### src/rtl/bcd_pkg.sv
// Shared definitions for the digit-serial BCD datapath: digit width, FSM states
// and the two per-digit helpers used by the adder and the operand checker.
package bcd_pkg;

  localparam int BCD_W = 4;

  typedef enum logic [1:0] {
    ST_IDLE,
    ST_ADD,
    ST_FIX
  } state_e;

  function automatic logic [BCD_W-1:0] nines_comp(input logic [BCD_W-1:0] d);
    return 4'd9 - d;
  endfunction

  function automatic logic bcd_invalid(input logic [BCD_W-1:0] d);
    return d > 4'd9;
  endfunction

endpackage

### src/rtl/bcd_digit_adder.sv
// One-digit BCD adder: binary sum of two digits plus carry, corrected by +6
// whenever the raw sum leaves the decimal range.
module bcd_digit_adder
  import bcd_pkg::*;
(
  input  logic [BCD_W-1:0] x,
  input  logic [BCD_W-1:0] y,
  input  logic             cin,
  output logic [BCD_W-1:0] s,
  output logic             cout
);

  logic [BCD_W:0] rawSum;

  // Wrapping the 4-bit +6 drops the decimal ten exactly as the correction needs.
  always_comb begin
    rawSum = {1'b0, x} + {1'b0, y} + {{BCD_W{1'b0}}, cin};
    if (rawSum > 5'd9) begin
      s    = rawSum[BCD_W-1:0] + 4'd6;
      cout = 1'b1;
    end else begin
      s    = rawSum[BCD_W-1:0];
      cout = 1'b0;
    end
  end

endmodule

### src/rtl/bcd_serial_addsub.sv
// Digit-serial BCD adder/subtractor returning sign-magnitude. Negative
// differences get a second serial 10's-complement pass through the same adder.
module bcd_serial_addsub
  import bcd_pkg::*;
#(
  parameter int DIGITS = 4
) (
  input  logic                    clk,
  input  logic                    rst_n,
  input  logic                    start,
  input  logic                    mode,
  input  logic [BCD_W*DIGITS-1:0] a,
  input  logic [BCD_W*DIGITS-1:0] b,
  output logic [BCD_W*DIGITS-1:0] result,
  output logic                    carry,
  output logic                    neg,
  output logic                    err,
  output logic                    busy,
  output logic                    done
);

  localparam int W = BCD_W * DIGITS;
  localparam int IDX_W = (DIGITS > 1) ? $clog2(DIGITS) : 1;
  localparam logic [IDX_W-1:0] LAST_IDX = IDX_W'(DIGITS - 1);

  state_e           state_q;
  logic [IDX_W-1:0] idx_q;
  logic             c_q;
  logic             modeReg_q;
  logic             invalid_q;
  logic [W-1:0]     aReg_q;
  logic [W-1:0]     bReg_q;
  logic [W-1:0]     result_q;
  logic             carry_q;
  logic             neg_q;
  logic             err_q;
  logic             busy_q;
  logic             done_q;

  logic             opInvalid;
  logic [BCD_W-1:0] curA;
  logic [BCD_W-1:0] curB;
  logic [BCD_W-1:0] curR;
  logic [BCD_W-1:0] addX;
  logic [BCD_W-1:0] addY;
  logic [BCD_W-1:0] sumDigit;
  logic             sumCarry;
  logic [W-1:0]     resultUpd;

  always_comb begin
    opInvalid = 1'b0;
    for (int i = 0; i < DIGITS; i++) begin
      if (bcd_invalid(a[i*BCD_W +: BCD_W]) || bcd_invalid(b[i*BCD_W +: BCD_W])) begin
        opInvalid = 1'b1;
      end
    end
  end

  // The FIX pass reuses the adder as (9 - r) + 0 + c on the result digits.
  always_comb begin
    curA = aReg_q[idx_q*BCD_W +: BCD_W];
    curB = bReg_q[idx_q*BCD_W +: BCD_W];
    curR = result_q[idx_q*BCD_W +: BCD_W];
    if (state_q == ST_FIX) begin
      addX = nines_comp(curR);
      addY = '0;
    end else begin
      addX = curA;
      addY = modeReg_q ? nines_comp(curB) : curB;
    end
  end

  bcd_digit_adder u_digit_adder (
    .x    (addX),
    .y    (addY),
    .cin  (c_q),
    .s    (sumDigit),
    .cout (sumCarry)
  );

  always_comb begin
    resultUpd = result_q;
    resultUpd[idx_q*BCD_W +: BCD_W] = sumDigit;
  end

  always_ff @(posedge clk or negedge rst_n) begin
    if (!rst_n) begin
      state_q   <= ST_IDLE;
      idx_q     <= '0;
      c_q       <= 1'b0;
      modeReg_q <= 1'b0;
      invalid_q <= 1'b0;
      aReg_q    <= '0;
      bReg_q    <= '0;
      result_q  <= '0;
      carry_q   <= 1'b0;
      neg_q     <= 1'b0;
      err_q     <= 1'b0;
      busy_q    <= 1'b0;
      done_q    <= 1'b0;
    end else begin
      done_q <= 1'b0;
      case (state_q)
        ST_IDLE: begin
          if (start) begin
            aReg_q    <= a;
            bReg_q    <= b;
            modeReg_q <= mode;
            invalid_q <= opInvalid;
            c_q       <= mode;
            idx_q     <= '0;
            carry_q   <= 1'b0;
            neg_q     <= 1'b0;
            err_q     <= 1'b0;
            busy_q    <= 1'b1;
            state_q   <= ST_ADD;
          end
        end
        ST_ADD: begin
          c_q <= sumCarry;
          if (idx_q == LAST_IDX) begin
            idx_q <= '0;
            if (invalid_q) begin
              result_q <= '0;
              err_q    <= 1'b1;
              busy_q   <= 1'b0;
              done_q   <= 1'b1;
              state_q  <= ST_IDLE;
            end else if (!modeReg_q || sumCarry) begin
              result_q <= resultUpd;
              carry_q  <= !modeReg_q && sumCarry;
              busy_q   <= 1'b0;
              done_q   <= 1'b1;
              state_q  <= ST_IDLE;
            end else begin
              // No end-around carry means A < B: recomplement the result.
              result_q <= resultUpd;
              c_q      <= 1'b1;
              state_q  <= ST_FIX;
            end
          end else begin
            result_q <= resultUpd;
            idx_q    <= idx_q + 1'b1;
          end
        end
        ST_FIX: begin
          result_q <= resultUpd;
          c_q      <= sumCarry;
          if (idx_q == LAST_IDX) begin
            idx_q   <= '0;
            neg_q   <= 1'b1;
            busy_q  <= 1'b0;
            done_q  <= 1'b1;
            state_q <= ST_IDLE;
          end else begin
            idx_q <= idx_q + 1'b1;
          end
        end
        default: state_q <= ST_IDLE;
      endcase
    end
  end

  assign result = result_q;
  assign carry  = carry_q;
  assign neg    = neg_q;
  assign err    = err_q;
  assign busy   = busy_q;
  assign done   = done_q;

endmodule

### config.mk
export PLATFORM = sky130hd
export DESIGN_NAME = bcd_serial_addsub
export DESIGN_NICKNAME = d
export VERILOG_FILES = /design/src/rtl/bcd_pkg.sv /design/src/rtl/bcd_digit_adder.sv /design/src/rtl/bcd_serial_addsub.sv
export SDC_FILE = /design/constraint.sdc
export NUM_CORES = 1
export LEC_CHECK = 0
export CAP_MARGIN = 15
export CORE_MARGIN = 3
export CORE_UTILIZATION = 28
export CTS_CLUSTER_DIAMETER = 100
export CTS_CLUSTER_SIZE = 25
export DETAILED_ROUTE_END_ITERATION = 8
export GPL_ROUTABILITY_DRIVEN = 0
export PLACE_DENSITY = 0.56
export SKIP_CTS_REPAIR_TIMING = 1
export SLEW_MARGIN = 20
export SYNTH_ARGS = -nofsm -noshare
export SYNTH_HDL_FRONTEND = slang
export SYNTH_SLANG_ARGS = --single-unit
### constraint.sdc
create_clock -name clk -period 4.2 [get_ports clk]
set_input_delay 0.42 -clock clk [delete_from_list [all_inputs] [get_ports clk]]
set_output_delay 0.42 -clock clk [all_outputs]
set_load 0.02 [all_outputs]
# Yosys cells after proc, flatten, opt, wreduce, memory -nomap -nowiden
# Cells that the tools add are included.
[totals] register_bits=60 output_inout_bits=21 word_cells=114
[op_classes] addsub=7 magnitude_cmp=9 n_eq_ne=10 shifts=5 mux=48 reduce_logical=22
[ops] cell="$shiftx A16 B5 Y4" n=3
[ops] cell="$neg A4 Y34" n=1
[ops] cell="$shift A4 B34 Y16 const A" n=1
[ops] cell="$shiftx A4 B34 Y16" n=1
[ops] cell="$gt A4 B4 Y1 const B" n=8
[ops] cell="$mux W16" n=2
[ops] cell="$pmux W16 S2" n=1
[ops] cell="$mux W1" n=25
[ops] cell="$bwmux W16" n=1
[ops] cell="$mux W4" n=4
[ops] cell="$mux W2" n=7
[ops] cell="$ne A2 B2 Y1 const B" n=5
[ops] cell="$reduce_and A5 Y1" n=2
[ops] cell="$pmux W1 S2" n=4
[ops] cell="$reduce_bool A2 Y1" n=4
[ops] cell="$sub A4 B4 Y4 const A" n=2
[ops] cell="$pmux W1 S3" n=2
[ops] cell="$pmux W2 S3" n=1
[ops] cell="$reduce_and A2 Y1" n=3
[ops] cell="$reduce_and A3 Y1" n=2
[ops] cell="$add A4 B4 Y5" n=1
[ops] cell="$add A5 B1 Y5" n=1
[ops] cell="$gt A5 B4 Y1 const B" n=1
[ops] cell="$logic_or A1 B1 Y1" n=5
[ops] cell="other kinds (13)" n=14

# Longest topological paths before layout
[depth] word_depth=13 mapped_depth=15 mapped_depth_nobuf=13

# Hierarchy
# A second synthesis with hierarchy kept.
[hier_totals] cells_unflattened=275 area_unflattened_um2=3299.4
[modules_own_cells] mod="bcd_serial_addsub" instances=1 cells_each=253 area_per_inst_um2=3088.0 seq_area_each_um2=1501.4
[modules_own_cells] mod="bcd_digit_adder" instances=1 cells_each=22 area_per_inst_um2=211.5 seq_area_each_um2=0.0

# Least setup slack after synthesis
# No wires, ideal clock.
[synth_timing] path_kind="reg2reg" startpoint="register idx_q[0]" endpoint="register done_q (netlist: done)" setup_ns=0.126 t_arrival_ns=3.128 required_ns=4.074 setup_slack_ns=0.946 path_stages_with_launch=14 n_path_buf=2 period_less_slack_ns=3.254 path_cell_list="dfrtp_1 -> buf_4 -> buf_6 -> mux4_2 -> nor2_1 -> a21oi_1 -> fa_1 -> inv_1 -> fa_1 -> inv_1 -> and2_4 -> a211oi_2 -> or2_1 -> o311a_1"
[synth_between] elab_chain_len=13
[synth_rtl] item="start: declaration" line="bcd_serial_addsub.sv:27" text="logic [IDX_W-1:0] idx_q;"
[synth_rtl] item="start signal: assignment" line="bcd_serial_addsub.sv:143" text="idx_q <= idx_q + 1'b1;"
[synth_rtl] item="start signal: assignment" line="bcd_serial_addsub.sv:156" text="idx_q <= idx_q + 1'b1;"
[synth_rtl] item="$shiftx A16 B5 Y4" line="bcd_serial_addsub.sv:62" text="curB = bReg_q[idx_q*BCD_W +: BCD_W];"
[synth_rtl] item="$sub A4 B4 Y4" line="bcd_pkg.sv:14" text="return 4'd9 - d;"
[synth_rtl] item="$mux W4" line="bcd_serial_addsub.sv:69" text="addY = modeReg_q ? nines_comp(curB) : curB;"
[synth_rtl] item="$mux W4" line="bcd_serial_addsub.sv:64" text="if (state_q == ST_FIX) begin"
[synth_rtl] item="$add A4 B4 Y5" line="bcd_digit_adder.sv:17" text="rawSum = {1'b0, x} + {1'b0, y} + {{BCD_W{1'b0}}, cin};"
[synth_rtl] item="$add A5 B1 Y5" line="bcd_digit_adder.sv:17"
[synth_rtl] item="$gt A5 B4 Y1" line="bcd_digit_adder.sv:18" text="if (rawSum > 5'd9) begin"
[synth_rtl] item="$mux W1" line="bcd_digit_adder.sv:18"
[synth_rtl] item="$logic_or A1 B1 Y1" line="bcd_serial_addsub.sv:129" text="end else if (!modeReg_q || sumCarry) begin"
[synth_rtl] item="$mux W1" line="bcd_serial_addsub.sv:129"
[synth_rtl] item="$mux W1" line="bcd_serial_addsub.sv:123" text="if (invalid_q) begin"
[synth_rtl] item="$mux W1" line="bcd_serial_addsub.sv:121" text="if (idx_q == LAST_IDX) begin"
[synth_rtl] item="$pmux W1 S2 *" line="bcd_serial_addsub.sv:103" text="case (state_q)"
[synth_rtl] item="end signal: assignment" line="bcd_serial_addsub.sv:102" text="done_q <= 1'b0;"
[synth_rtl] item="end signal: assignment" line="bcd_serial_addsub.sv:127" text="done_q <= 1'b1;"
[synth_rtl] item="end signal: assignment" line="bcd_serial_addsub.sv:133" text="done_q <= 1'b1;"
[synth_rtl] item="end: declaration" line="bcd_serial_addsub.sv:38" text="logic done_q;"
# Mark *: on every way between the ends. The rest lies on a longest branch, timed or not.
# A chain may end at the register's enable or synchronous reset.

# Worst setup path in the final report
[layout_timing] startpoint="register idx_q[0]" endpoint="register result_q[1] (netlist: result[1])"
[layout_between] elab_chain_len=13
[layout_rtl] item="$shiftx A16 B5 Y4" line="bcd_serial_addsub.sv:62"
[layout_rtl] item="$sub A4 B4 Y4" line="bcd_pkg.sv:14"
[layout_rtl] item="$mux W4" line="bcd_serial_addsub.sv:69"
[layout_rtl] item="$mux W4" line="bcd_serial_addsub.sv:64"
[layout_rtl] item="$add A4 B4 Y5" line="bcd_digit_adder.sv:17"
[layout_rtl] item="$add A5 B1 Y5" line="bcd_digit_adder.sv:17"
[layout_rtl] item="$add A4 B3 Y4 or $gt A5 B4 Y1 (tied branches)" line="bcd_digit_adder.sv:19, bcd_digit_adder.sv:18"
[layout_rtl] item="$mux W4" line="bcd_digit_adder.sv:18"
[layout_rtl] item="$shiftx A4 B34 Y16" line="bcd_serial_addsub.sv:83" text="resultUpd[idx_q*BCD_W +: BCD_W] = sumDigit;"
[layout_rtl] item="$bwmux W16" line="bcd_serial_addsub.sv:83"
[layout_rtl] item="$mux W16" line="bcd_serial_addsub.sv:123"
[layout_rtl] item="$mux W16" line="bcd_serial_addsub.sv:121"
[layout_rtl] item="$pmux W16 S2 *" line="bcd_serial_addsub.sv:103"
[layout_rtl] item="end signal: assignment" line="bcd_serial_addsub.sv:130" text="result_q <= resultUpd;"
[layout_rtl] item="end signal: assignment" line="bcd_serial_addsub.sv:137" text="result_q <= resultUpd;"
[layout_rtl] item="end signal: assignment" line="bcd_serial_addsub.sv:142" text="result_q <= resultUpd;"
[layout_rtl] item="end: declaration" line="bcd_serial_addsub.sv:33" text="logic [W-1:0] result_q;"
# Marked as above.

==> run summary <==
## Setup path
- 4.37 ns — data required time at the worst endpoint
- flip-flop — kind of start point of the critical path
- result[1]$_DFFE_PN0N_ — Worst R2R End
- 1 — critical path buffer and inverter count
- 0.70 ns — crit-path max cell delay
- flip-flop — crit end category
- idx_q[0]$_DFFE_PN0P_ — first element of the critical path
- 11 — reg2reg path depth
- compound AO/OA/AOI/OAI gates — cell family contributing the most delay on the critical path
- result[1]$_DFFE_PN0N_ — Critical Path Sink
- 3.77 ns — Worst EP arrival
- reg -> reg — Critical Setup Path Class
- idx_q[0]$_DFFE_PN0P_ — beginning of the worst register-to-register path
- 0.60 ns — r2r setup slk
- mux4_2 > xor2_1 > nand2_1 > fa_1 > inv_1 > fa_1 > nor2_1 > o21ai_0 > a21o_1 > o32ai_1 > o21ai_0 — cells along the critical path
- 11 — crit-path max FO
- sky130_fd_sc_hd__dfrtp_1 — Slowest-stage cell, CP
- 11 — cell depth of the worst setup path

## Timing
- 48.4% — worst rel slew slack
- 0.603 ns — setup slack after layout
- 85.6% — Period Utilization, post-route
- 0 — endpoints failing hold
- 0 ns — total negative setup slack
- 0 — Final setup viols
- no — unrepaired setup endpoints after global routing
- 278 MHz — Max Clk Rate
- 0 — fin. max-slew vios
- 3.60 ns — shortest period the worst path allows
- 0.774 ns — slew of the pin with the lowest slew margin
- 0.00518 ns — final worst clock skew

## Route
- 142 — drt first-iter violations
- 8400 um — Detailed Route WL
- 2627 — count of vias placed by the detailed router
- 0 — count of antenna-violating nets left after detailed routing
- 5.08 — Vias per Instance
- 4 — detailed-routing iteration count for the pre-antenna-repair pass
- 0 — DRC violation count after routing
- 16.2 um — routed length per placed instance

## Floorplanning
- 39 — total number of placement rows
- 117 um — overall die width
- 13700 um^2 — die area
- 11700 um^2 — Floorplan Core Area
- 29.4% — initial core utilization
- 117 um — die span in y
- 57 — # IOs

## Synth
- 366 — net count after synthesis
- 43.5% — share of synthesized area occupied by flip-flops and latches
- sky130_fd_sc_hd__dfrtp_1 — Main synth FF type
- sky130_fd_sc_hd__dfrtp_1 44%, sky130_fd_sc_hd__mux2_2 11%, sky130_fd_sc_hd__mux4_2 7.8%, sky130_fd_sc_hd__ha_1 5.8%, sky130_fd_sc_hd__o21ai_0 5.7% — leading cell types by total area after synthesis
- 100% — Post-synth ARST share
- sky130_fd_sc_hd__dfrtp_1 — post-synth top area cell
- 60 — post-synthesis sequential element count
- 312 — count of mapped cells out of synthesis
- 43.5% — top-area cell type share of the netlist area
- 3450 um^2 — post-synthesis instance area
- 11.1 um^2 — mean cell area of the mapped netlist
- 0 — EDFF count, synth
- 49 — number of distinct library cell variants in the gate-level netlist after synthesis
- 0 — number of warnings printed during yosys synthesis

## Placement
- 4120 um^2 — total cell area at the placement stage
- 0.576 ns — post-placement setup slack
- 56 — count of input and output buffers
- 6340 um — half-perimeter wire length of the detailed placement result
- 501 — post-placement cell count

## Clocking
- done — TritonCTS clock tree
- 60 — Num Clock Sinks
- 0.33 ns — clock latency reported for the late side of the worst-skew pair
- 9 — number of CTS-inserted buffers
- 2 — CTS max path bufs
- 3 — H-tree depth
- 0.05 ns — Clock transition at path regs
- sky130_fd_sc_hd__clkbuf_16 — CTS Root Cell

## Finish
- 0 — count of inserted antenna diode cells
- 517 — non-filler instance count after layout
- 423 — net total in the final layout
- 19.3% — share of cells above drive strength 1
- 30.0% — post-synthesis to final-layout area growth
- 4480 um^2 — post-route cell area
- 60 x sky130_fd_sc_hd__dfrtp_1, 55 x sky130_fd_sc_hd__clkdlybuf4s50_1, 39 x sky130_fd_sc_hd__o21ai_0 — commonest non-fill, non-tap cells in the layout
- sky130_fd_sc_hd__dfrtp_1 — leading cell type in the layout, fill and taps excluded

## Outcome
- complete, no violations — result of the run

## Global route
- 13800 um — wire length of the first global-routing pass
- 0 — total overflow reported by the global router
- 13.0% — total routing resource utilization after global routing
- 0 — initial antenna violation count
- 61 — largest net degree at the start of global routing
- 2621 — number of global-route vias before repair

## Job
- 0 — max-capacitance violation count

## Worst hold path
- in -> async — Min-Delay Path Class

## registers in the layout, summed over array words and instances (netlist names)
name and cells:
busy 1, result 16, invalid_q 1, state_q 2
neg 1, bReg_q 16, modeReg_q 1, done 1
c_q 1, idx_q 2, aReg_q 16, err 1
carry 1
## cell families (layout without fill, tap and decap cells)
kind of cell / after synthesis / count (layout) / share of synthesized area, %
DFF: 60 / 60 / 43.5
adders and majority gates: 18 / 18 / 6.97
xor gates and xnor gates: 4 / 4 / 1.56
and+or+nand+nor: 75 / 75 / 10.3
buffers and inverters: 34 / 96 / 4.83
muxes: 48 / 48 / 19.5
AOI/OAI and AO/OA: 73 / 73 / 13.3
## how the worst min path moves through the flow
stage,from,end,depth (start not counted)
floorplan,rst_n,aReg_q[0]$_DFFE_PN0P_,0
global placement,bReg_q[3]$_DFFE_PN0P_,bReg_q[3]$_DFFE_PN0P_,1
detailed placement,bReg_q[2]$_DFFE_PN0P_,bReg_q[2]$_DFFE_PN0P_,1
CTS,rst_n,state_q[1]$_DFFE_PN0P_,2
global route,rst_n,done$_DFF_PN0_,2
finish,rst_n,done$_DFF_PN0_,2
## final cells by class
| type | instances | area (um^2) |
|---|---|---|
| fill | 1143 | 7230 |
| sequential | 60 | 1500 |
| multi-input combinational | 218 | 1780 |
| tap | 143 | 179 |
| inverter | 20 | 75.1 |
| clock inverter | 5 | 108 |
| clock buffer | 11 | 253 |
| timing repair buffer | 60 | 586 |
## worst reg2reg max path: stages (launching register included)
cell,delay [ns]
sky130_fd_sc_hd__dfrtp_1,0.70
sky130_fd_sc_hd__mux4_2,0.59
sky130_fd_sc_hd__xor2_1,0.14
sky130_fd_sc_hd__nand2_1,0.08
sky130_fd_sc_hd__fa_1,0.40
sky130_fd_sc_hd__inv_1,0.09
sky130_fd_sc_hd__fa_1,0.43
sky130_fd_sc_hd__nor2_1,0.10
sky130_fd_sc_hd__o21ai_0,0.08
sky130_fd_sc_hd__a21o_1,0.15
sky130_fd_sc_hd__o32ai_1,0.47
sky130_fd_sc_hd__o21ai_0,0.21
## per-stage QoR
step	hold slack, ns	util [%]
2_1_floorplan	0.124	-
3_3_place_gp	0.487	35.2
3_5_place_dp	0.495	35.2
4_1_cts	0.291	38.3
5_1_grt	0.323	38.3
6_report	0.259	38.3
## Yosys cell counts (2+ instances only)
library cell,instances
sky130_fd_sc_hd__a211oi_1,3
sky130_fd_sc_hd__a21oi_1,10
sky130_fd_sc_hd__a31oi_1,2
sky130_fd_sc_hd__a32oi_1,2
sky130_fd_sc_hd__buf_2,4
sky130_fd_sc_hd__buf_6,4
sky130_fd_sc_hd__clkbuf_1,5
sky130_fd_sc_hd__dfrtp_1,60
sky130_fd_sc_hd__fa_1,2
sky130_fd_sc_hd__ha_1,16
sky130_fd_sc_hd__inv_1,20
sky130_fd_sc_hd__mux2_2,33
sky130_fd_sc_hd__mux2i_1,3
sky130_fd_sc_hd__mux4_2,12
sky130_fd_sc_hd__nand2_1,32
sky130_fd_sc_hd__nand2b_1,3
sky130_fd_sc_hd__nand3_1,4
sky130_fd_sc_hd__nand4_1,5
sky130_fd_sc_hd__nor2_1,16
sky130_fd_sc_hd__nor2b_1,2
sky130_fd_sc_hd__nor3_1,3
sky130_fd_sc_hd__nor4b_1,2
sky130_fd_sc_hd__o21a_1,3
sky130_fd_sc_hd__o21ai_0,39
sky130_fd_sc_hd__o32ai_1,2
sky130_fd_sc_hd__xor2_1,2
## layer usage
layer / routed length, um / up-vias / track usage, % / share of wire [%]
li1: - / 1242 / - / -
met1: 3910 / 1292 / 17.6 / 47
met5: 0 / - / 0 / 0
met4: 129 / 0 / 5.28 / 1.5
met2: 3950 / 82 / 20.7 / 47
met3: 408 / 11 / 2.31 / 4.9
Power is left out: the tool's default activity adds up to more than one toggle a clock period on the data nets, which glitch-free logic cannot reach.
